==> src/rtl/video_timing_rx.sv <==
// Video timing receiver: samples hs/vs/hb/vb on the pixel enable, rebuilds beam position and
// measures line/frame geometry, asserting locked once consecutive frames measure identically.
module video_timing_rx #(
    parameter int unsigned W             = 9,
    parameter bit          HS_ACTIVE_LOW = 1'b1,
    parameter bit          VS_ACTIVE_LOW = 1'b1,
    parameter int unsigned LOCK_FRAMES   = 2
) (
    input  logic         clk_sys,
    input  logic         reset,
    input  logic         ce_pix,
    input  logic         hs,
    input  logic         vs,
    input  logic         hb,
    input  logic         vb,
    output logic [W-1:0] hpos,
    output logic [W-1:0] vpos,
    output logic [W-1:0] h_total,
    output logic [W-1:0] v_total,
    output logic [W-1:0] h_active,
    output logic [W-1:0] v_active,
    output logic [W-1:0] hs_width,
    output logic         frame_start,
    output logic         locked
);

    localparam logic [W-1:0] CntMax     = '1;
    localparam logic [3:0]   LockFrames = 4'(LOCK_FRAMES);

    function automatic logic [W-1:0] sat_inc(input logic [W-1:0] v);
        return (v == CntMax) ? v : v + 1'b1;
    endfunction

    // Sync inputs normalised to active-high
    logic w_hs_n;
    logic w_vs_n;
    assign w_hs_n = HS_ACTIVE_LOW ? ~hs : hs;
    assign w_vs_n = VS_ACTIVE_LOW ? ~vs : vs;

    // Horizontal state
    logic         r_hs_prev,  w_hs_prev_d;
    logic [W-1:0] r_hpos,     w_hpos_d;
    logic [W-1:0] r_hact,     w_hact_d;
    logic [W-1:0] r_hsw,      w_hsw_d;
    logic         r_h_primed, w_h_primed_d;
    logic [W-1:0] r_h_total,  w_h_total_d;
    logic [W-1:0] r_h_active, w_h_active_d;
    logic [W-1:0] r_hs_width, w_hs_width_d;

    // Vertical state
    logic         r_vs_prev,     w_vs_prev_d;
    logic [W-1:0] r_ln,          w_ln_d;
    logic [W-1:0] r_vact,        w_vact_d;
    logic [W-1:0] r_vpos,        w_vpos_d;
    logic         r_v_primed,    w_v_primed_d;
    logic [W-1:0] r_v_total,     w_v_total_d;
    logic [W-1:0] r_v_active,    w_v_active_d;
    logic         r_frame_start, w_frame_start_d;

    // Lock state: snapshot of the previous frame's measurement
    logic [W-1:0] r_snap_ht,  w_snap_ht_d;
    logic [W-1:0] r_snap_vt,  w_snap_vt_d;
    logic [W-1:0] r_snap_ha,  w_snap_ha_d;
    logic [W-1:0] r_snap_va,  w_snap_va_d;
    logic         r_snap_vld, w_snap_vld_d;
    logic [3:0]   r_stable,   w_stable_d;
    logic         r_locked,   w_locked_d;

    logic w_hs_lead;
    logic w_hs_trail;
    logic w_vs_lead;
    logic w_los;
    logic w_vs_meas;
    logic w_match;

    assign w_hs_lead  = ce_pix & w_hs_n & ~r_hs_prev;
    assign w_hs_trail = ce_pix & ~w_hs_n & r_hs_prev;
    assign w_vs_lead  = ce_pix & w_vs_n & ~r_vs_prev;
    // A saturated counter means sync has gone missing; the current measurement is meaningless
    assign w_los      = ce_pix & ((r_hpos == CntMax) | (r_ln == CntMax));
    assign w_vs_meas  = w_vs_lead & r_v_primed & ~w_los;
    assign w_match    = r_snap_vld &
                        ({w_h_total_d, r_ln, w_h_active_d, r_vact} ==
                         {r_snap_ht, r_snap_vt, r_snap_ha, r_snap_va});

    always_comb begin
        w_hs_prev_d  = r_hs_prev;
        w_hpos_d     = r_hpos;
        w_hact_d     = r_hact;
        w_hsw_d      = r_hsw;
        w_h_primed_d = r_h_primed;
        w_h_total_d  = r_h_total;
        w_h_active_d = r_h_active;
        w_hs_width_d = r_hs_width;
        if (ce_pix) begin
            w_hs_prev_d = w_hs_n;
            if (w_los) begin
                w_h_primed_d = 1'b0;
            end
            if (w_hs_lead) begin
                w_hpos_d = '0;
                if (r_h_primed && !w_los) begin
                    w_h_total_d  = sat_inc(r_hpos);
                    w_h_active_d = r_hact;
                end
                w_hact_d     = '0;
                w_hsw_d      = '0;
                w_h_primed_d = 1'b1;
            end else begin
                w_hpos_d = sat_inc(r_hpos);
                if (!hb) begin
                    w_hact_d = sat_inc(r_hact);
                end
                if (w_hs_n) begin
                    w_hsw_d = sat_inc(r_hsw);
                end
            end
            if (w_hs_trail) begin
                w_hs_width_d = sat_inc(r_hsw);
            end
        end
    end

    always_comb begin
        w_vs_prev_d     = r_vs_prev;
        w_ln_d          = r_ln;
        w_vact_d        = r_vact;
        w_vpos_d        = r_vpos;
        w_v_primed_d    = r_v_primed;
        w_v_total_d     = r_v_total;
        w_v_active_d    = r_v_active;
        w_frame_start_d = 1'b0;
        if (ce_pix) begin
            w_vs_prev_d = w_vs_n;
            if (w_los) begin
                w_v_primed_d = 1'b0;
            end
            if (w_vs_lead) begin
                if (w_vs_meas) begin
                    w_v_total_d  = r_ln;
                    w_v_active_d = r_vact;
                end
                // A line whose hs edge coincides with vs belongs to the new frame
                w_ln_d          = {{(W-1){1'b0}}, w_hs_lead};
                w_vact_d        = {{(W-1){1'b0}}, w_hs_lead & ~vb};
                w_vpos_d        = '0;
                w_v_primed_d    = 1'b1;
                w_frame_start_d = 1'b1;
            end else if (w_hs_lead) begin
                w_ln_d   = sat_inc(r_ln);
                w_vpos_d = sat_inc(r_vpos);
                if (!vb) begin
                    w_vact_d = sat_inc(r_vact);
                end
            end
        end
    end

    always_comb begin
        w_snap_ht_d  = r_snap_ht;
        w_snap_vt_d  = r_snap_vt;
        w_snap_ha_d  = r_snap_ha;
        w_snap_va_d  = r_snap_va;
        w_snap_vld_d = r_snap_vld;
        w_stable_d   = r_stable;
        w_locked_d   = r_locked;
        if (w_los) begin
            w_snap_vld_d = 1'b0;
            w_stable_d   = '0;
            w_locked_d   = 1'b0;
        end
        if (w_vs_meas) begin
            // First measurement after priming starts a run of one stable frame
            if (!r_snap_vld) begin
                w_stable_d = 4'd1;
            end else if (w_match) begin
                w_stable_d = (r_stable < LockFrames) ? r_stable + 4'd1 : r_stable;
            end else begin
                w_stable_d = '0;
            end
            w_locked_d   = (w_stable_d != '0) && (w_stable_d >= LockFrames);
            w_snap_ht_d  = w_h_total_d;
            w_snap_vt_d  = r_ln;
            w_snap_ha_d  = w_h_active_d;
            w_snap_va_d  = r_vact;
            w_snap_vld_d = 1'b1;
        end
    end

    always_ff @(posedge clk_sys or posedge reset) begin
        if (reset) begin
            r_hs_prev     <= 1'b0;
            r_hpos        <= '0;
            r_hact        <= '0;
            r_hsw         <= '0;
            r_h_primed    <= 1'b0;
            r_h_total     <= '0;
            r_h_active    <= '0;
            r_hs_width    <= '0;
            r_vs_prev     <= 1'b0;
            r_ln          <= '0;
            r_vact        <= '0;
            r_vpos        <= '0;
            r_v_primed    <= 1'b0;
            r_v_total     <= '0;
            r_v_active    <= '0;
            r_frame_start <= 1'b0;
            r_snap_ht     <= '0;
            r_snap_vt     <= '0;
            r_snap_ha     <= '0;
            r_snap_va     <= '0;
            r_snap_vld    <= 1'b0;
            r_stable      <= '0;
            r_locked      <= 1'b0;
        end else begin
            r_hs_prev     <= w_hs_prev_d;
            r_hpos        <= w_hpos_d;
            r_hact        <= w_hact_d;
            r_hsw         <= w_hsw_d;
            r_h_primed    <= w_h_primed_d;
            r_h_total     <= w_h_total_d;
            r_h_active    <= w_h_active_d;
            r_hs_width    <= w_hs_width_d;
            r_vs_prev     <= w_vs_prev_d;
            r_ln          <= w_ln_d;
            r_vact        <= w_vact_d;
            r_vpos        <= w_vpos_d;
            r_v_primed    <= w_v_primed_d;
            r_v_total     <= w_v_total_d;
            r_v_active    <= w_v_active_d;
            r_frame_start <= w_frame_start_d;
            r_snap_ht     <= w_snap_ht_d;
            r_snap_vt     <= w_snap_vt_d;
            r_snap_ha     <= w_snap_ha_d;
            r_snap_va     <= w_snap_va_d;
            r_snap_vld    <= w_snap_vld_d;
            r_stable      <= w_stable_d;
            r_locked      <= w_locked_d;
        end
    end

    assign hpos        = r_hpos;
    assign vpos        = r_vpos;
    assign h_total     = r_h_total;
    assign v_total     = r_v_total;
    assign h_active    = r_h_active;
    assign v_active    = r_v_active;
    assign hs_width    = r_hs_width;
    assign frame_start = r_frame_start;
    assign locked      = r_locked;

endmodule

==> config.mk <==
export PLATFORM = sky130hd
export DESIGN_NAME = video_timing_rx
export DESIGN_NICKNAME = d
export VERILOG_FILES = /design/src/rtl/video_timing_rx.sv
export SDC_FILE = /design/constraint.sdc
export NUM_CORES = 1
export LEC_CHECK = 0
export ABC_CLOCK_PERIOD_IN_PS = 4100
export BUFFER_PORTS_ARGS = -buffer_cell sky130_fd_sc_hd__buf_2
export CAP_MARGIN = 20
export CORE_UTILIZATION = 45
export CTS_CLUSTER_DIAMETER = 200
export DETAILED_ROUTE_END_ITERATION = 10
export PLACE_DENSITY = 0.72
export REMOVE_ABC_BUFFERS = 1
export SLEW_MARGIN = 20
export SYNTH_ARGS = -nofsm -noshare
export SYNTH_HDL_FRONTEND = slang
export SYNTH_SLANG_ARGS = --single-unit
==> constraint.sdc <==
create_clock -name clk_sys -period 4.1 [get_ports clk_sys]
set_clock_uncertainty 0.05 [all_clocks]
set_input_delay 0.41 -clock clk_sys [delete_from_list [all_inputs] [get_ports clk_sys]]
set_output_delay 0.41 -clock clk_sys [all_outputs]
set_load 0.005 [all_outputs]
==> out/qor.csv <==
metric,value,unit
finalHoldViolCount,0,
powerDensity,507,nW/um^2
overflow,0,
antenna_found_initial,0,
cts_resized,0,
ant_nets,0,
grt_max_degree,99,
start_util,0.466,
cts_buffer_depth,2,
synthAdderAreaFrac,0.0201,
core_area,14700,sq um
ys.flop_type,dfrtp_1,
swShare,0.282,
clock-sinks,146,
yosysUniqueCellTypes,54,
violations,design-rule violations,
postLayoutCoreUtil,0.546,
syn_inst,715,
status,"complete, but fails checks",
hold_class,in -> async,
clock_power_share,0.402,
io_buffers,71,
critPathMaxFanout,11,
postLayoutCellArea,8030,sq um
drt-total-wl,15100,um
grt_use_total,0.209,
cts_root_buf,clkbuf_16,
combPwrFrac,0.158,
fmax,304,MHz
first_global_vias,5122,
synth_edf_count,0,
dpl.hpwl,10500,um
p_switching,0.00115,W
slew_viol_final,0,
synth_warnings,0,
first_iter_violations,362,
fin_total_pwr,0.00407,W
dpl_cell_area,7400,sq um
viasPerCell,5.33,
drc,4,
gp_congestion,0.886,
layout-drive-gt1-share,0.160,
leakagePower,4.20,nW
vias,5253,
dp_slack,0.839,ns
numCtsBuffers,17,
startpoint_type,register,
drv_cap,0,
synth_seq_cells,146,
period_needed,3.29,ns
fillerInstances,1308,
avgSynthCellArea,9.58,sq um
setup_slack,0.807,ns
rsz0062_at_grt,false,
insertion_delay,0.43,ns
synthArstFlopShare,1.00,
setup_viol,0,
grt_pass1_wl,25800,um
cts_max_level,4,
path_clk_slew,0.06,ns
synth_top_family_by_area,simple AND/OR/NAND/NOR gates,
io_pins,72,
drtPass1Iterations,9,
cp-end-kind,register,
num_antenna_cells,0,
die_x,125,um
nets,807,
synth_compound_area_frac,0.0974,
synthMuxAreaShare,0.0205,
cts_tree,done,
wl_per_cell,15.3,um
die-area,15700,sq um
finalSetupTns,0,ns
seq_power_share,0.440,
finalCritPeriodShare,0.803,
worstPathRequired,4.41,ns
post_cts_buffers,0,
slew_headroom,0.413,
ir_worst_vdd,0.294,mV
num_rows,44,
synth_xor_area_frac,0.0959,
worst_slew_pin_slew,0.881,ns
synth-simple-area-share,0.207,
holdBufCountCts,0,
area_growth,17.3,%
die_h,125,um
arrival,3.61,ns
ys_seq_area_frac,0.533,
timing_worst_setup_path_type,reg -> reg,
synth_area,6850,sq um
p_int,0.00292,W
==> critical path, stage by stage (launching register included) <==
cell and delay [ns]:
dfrtp_1 0.44, ha_1 0.25, nand3_1 0.10, nor2_1 0.06, ha_1 0.32, nand3b_1 0.27, nor2_2 0.36, mux2i_1 0.19
a22o_1 0.26, or4_4 0.52, nor4_2 0.23, o22a_1 0.17
==> per-layer routing <==
metal,track usage,wire length (um),vias up
met5,0,0,-
met4,0.0918,364,0
met3,0.0462,784,23
met2,0.315,6860,126
met1,0.290,7050,2537
li1,-,-,2567
==> synth_stat cells, drive strengths merged (2+ instances only) <==
master,count,area [sq um]
a21o,4,30.0
a21oi,22,110
a22o,7,61.3
and3,13,81.3
and4,2,17.5
buf,7,47.6
clkbuf,19,71.3
dfrtp,146,3650
ha,11,138
inv,16,60.1
mux2,5,56.3
mux2i,8,83.8
nand2,189,717
nand2b,2,12.5
nand3,23,115
nand4,12,75.1
nor2,53,201
nor2b,2,12.5
nor3,9,56.3
nor3b,3,38.8
nor4,4,31.3
o2111a,3,33.8
o211ai,2,15.0
o21a,2,15.0
o21ai,50,250
o22a,2,17.5
o22ai,3,18.8
o2bb2ai,2,17.5
o31ai,6,45.0
or4,2,18.8
xnor2,29,254
xor2,46,403
==> cells in the final DEF, fill, tap and decap left out, types with 4 or more instances in the layout <==
cell        Yosys  final
a21o_1          4      4
a21oi_1        22     22
a22o_1          7      7
and3_1         13     13
buf_2           2     71
buf_4           1     10
bufinv_16       0      4
clkbuf_16       0     17
clkinvlp_4      0      4
dfrtp_1       146    146
ha_1           11     11
inv_1          16     15
mux2_2          5      5
mux2i_1         7      7
nand2_1       188    188
nand3_1        23     23
nand4_1        12     12
nor2_1         52     51
nor3_1          8      7
o21ai_0        50     50
o31ai_1         6      6
xnor2_1        29     29
xor2_1         46     46
==> power by group through the flow <==
stage / clock, W / combinational [W] / sequential (W)
final: 0.00164 / 0.000644 / 0.00179
after global routing: 0.00173 / 0.000732 / 0.00182
after CTS: 0.00167 / 0.000650 / 0.00179
after detailed placement: 0 / 0.000645 / 0.00181
after global placement: 0 / 0.000634 / 0.00181
after floorplan: 0 / 0.000423 / 0.00177
==> path summary, 6_finish.rpt <==
| path | slack [ns] | endpoint | cells after the start | start |
|---|---|---|---|---|
| max in group asynchronous | 3.01 | r_snap_ha[5]$_DFFE_PP0P_ | 3 | reset |
| worst max-delay path | 0.81 | r_stable[2]$_DFFE_PP0P_ | 11 | r_ln[0]$_DFFE_PP0P_ |
| worst min-delay path | 0.07 | v_total[4]$_DFFE_PP0P_ | 2 | reset |
| min in group clk_sys | 0.26 | r_vact[0]$_DFFE_PP0P_ | 4 | vb |
| worst max register to register | 0.81 | r_stable[2]$_DFFE_PP0P_ | 11 | r_ln[0]$_DFFE_PP0P_ |
| worst min register to register | 0.42 | v_active[3]$_DFFE_PP0P_ | 2 | v_active[3]$_DFFE_PP0P_ |
==> cell families (layout without fill, tap and decap cells) <==
logic type               count (synthesis)  count (layout)
buffers and inverters                   42             129
AND/OR/NAND/NOR                        319             319
flip-flops                             146             146
multiplexers                            13              13
XOR/XNOR                                75              75
adder cells (fa/ha/maj)                 11              11
AO/OA/AOI/OAI                          109             109
==> cell type report <==
type                    instances  area (sq um)  share of cell area
flip-flops and latches        146          3650               0.455
multi-input cells             527          3020               0.377
clock buffers                  20           447              0.0556
repair buffers                 81           430              0.0536
well taps                     184           230              0.0287
clock inverters                12           181              0.0226
inverters                      16          65.1             0.00810
==> per-stage QoR <==
step,cells,hold slack (ns)
after floorplan,689,0.416
after global placement,954,0.404
after detailed placement,954,0.411
after CTS,986,0.146
after global routing,986,0.193
final,986,0.0731
==> sequential cells by signal (all words and copies together) (netlist names), 4 cells and up <==
name and flops:
r_vact 9, r_stable 4, hpos 9, r_snap_va 9
h_total 9, hs_width 9, r_snap_ha 9, r_hsw 9
v_active 9, h_active 9, r_snap_vt 9, r_snap_ht 9
r_ln 9, vpos 9, r_hact 9, v_total 9
Note: power is estimated with default switching activity, not from simulation.
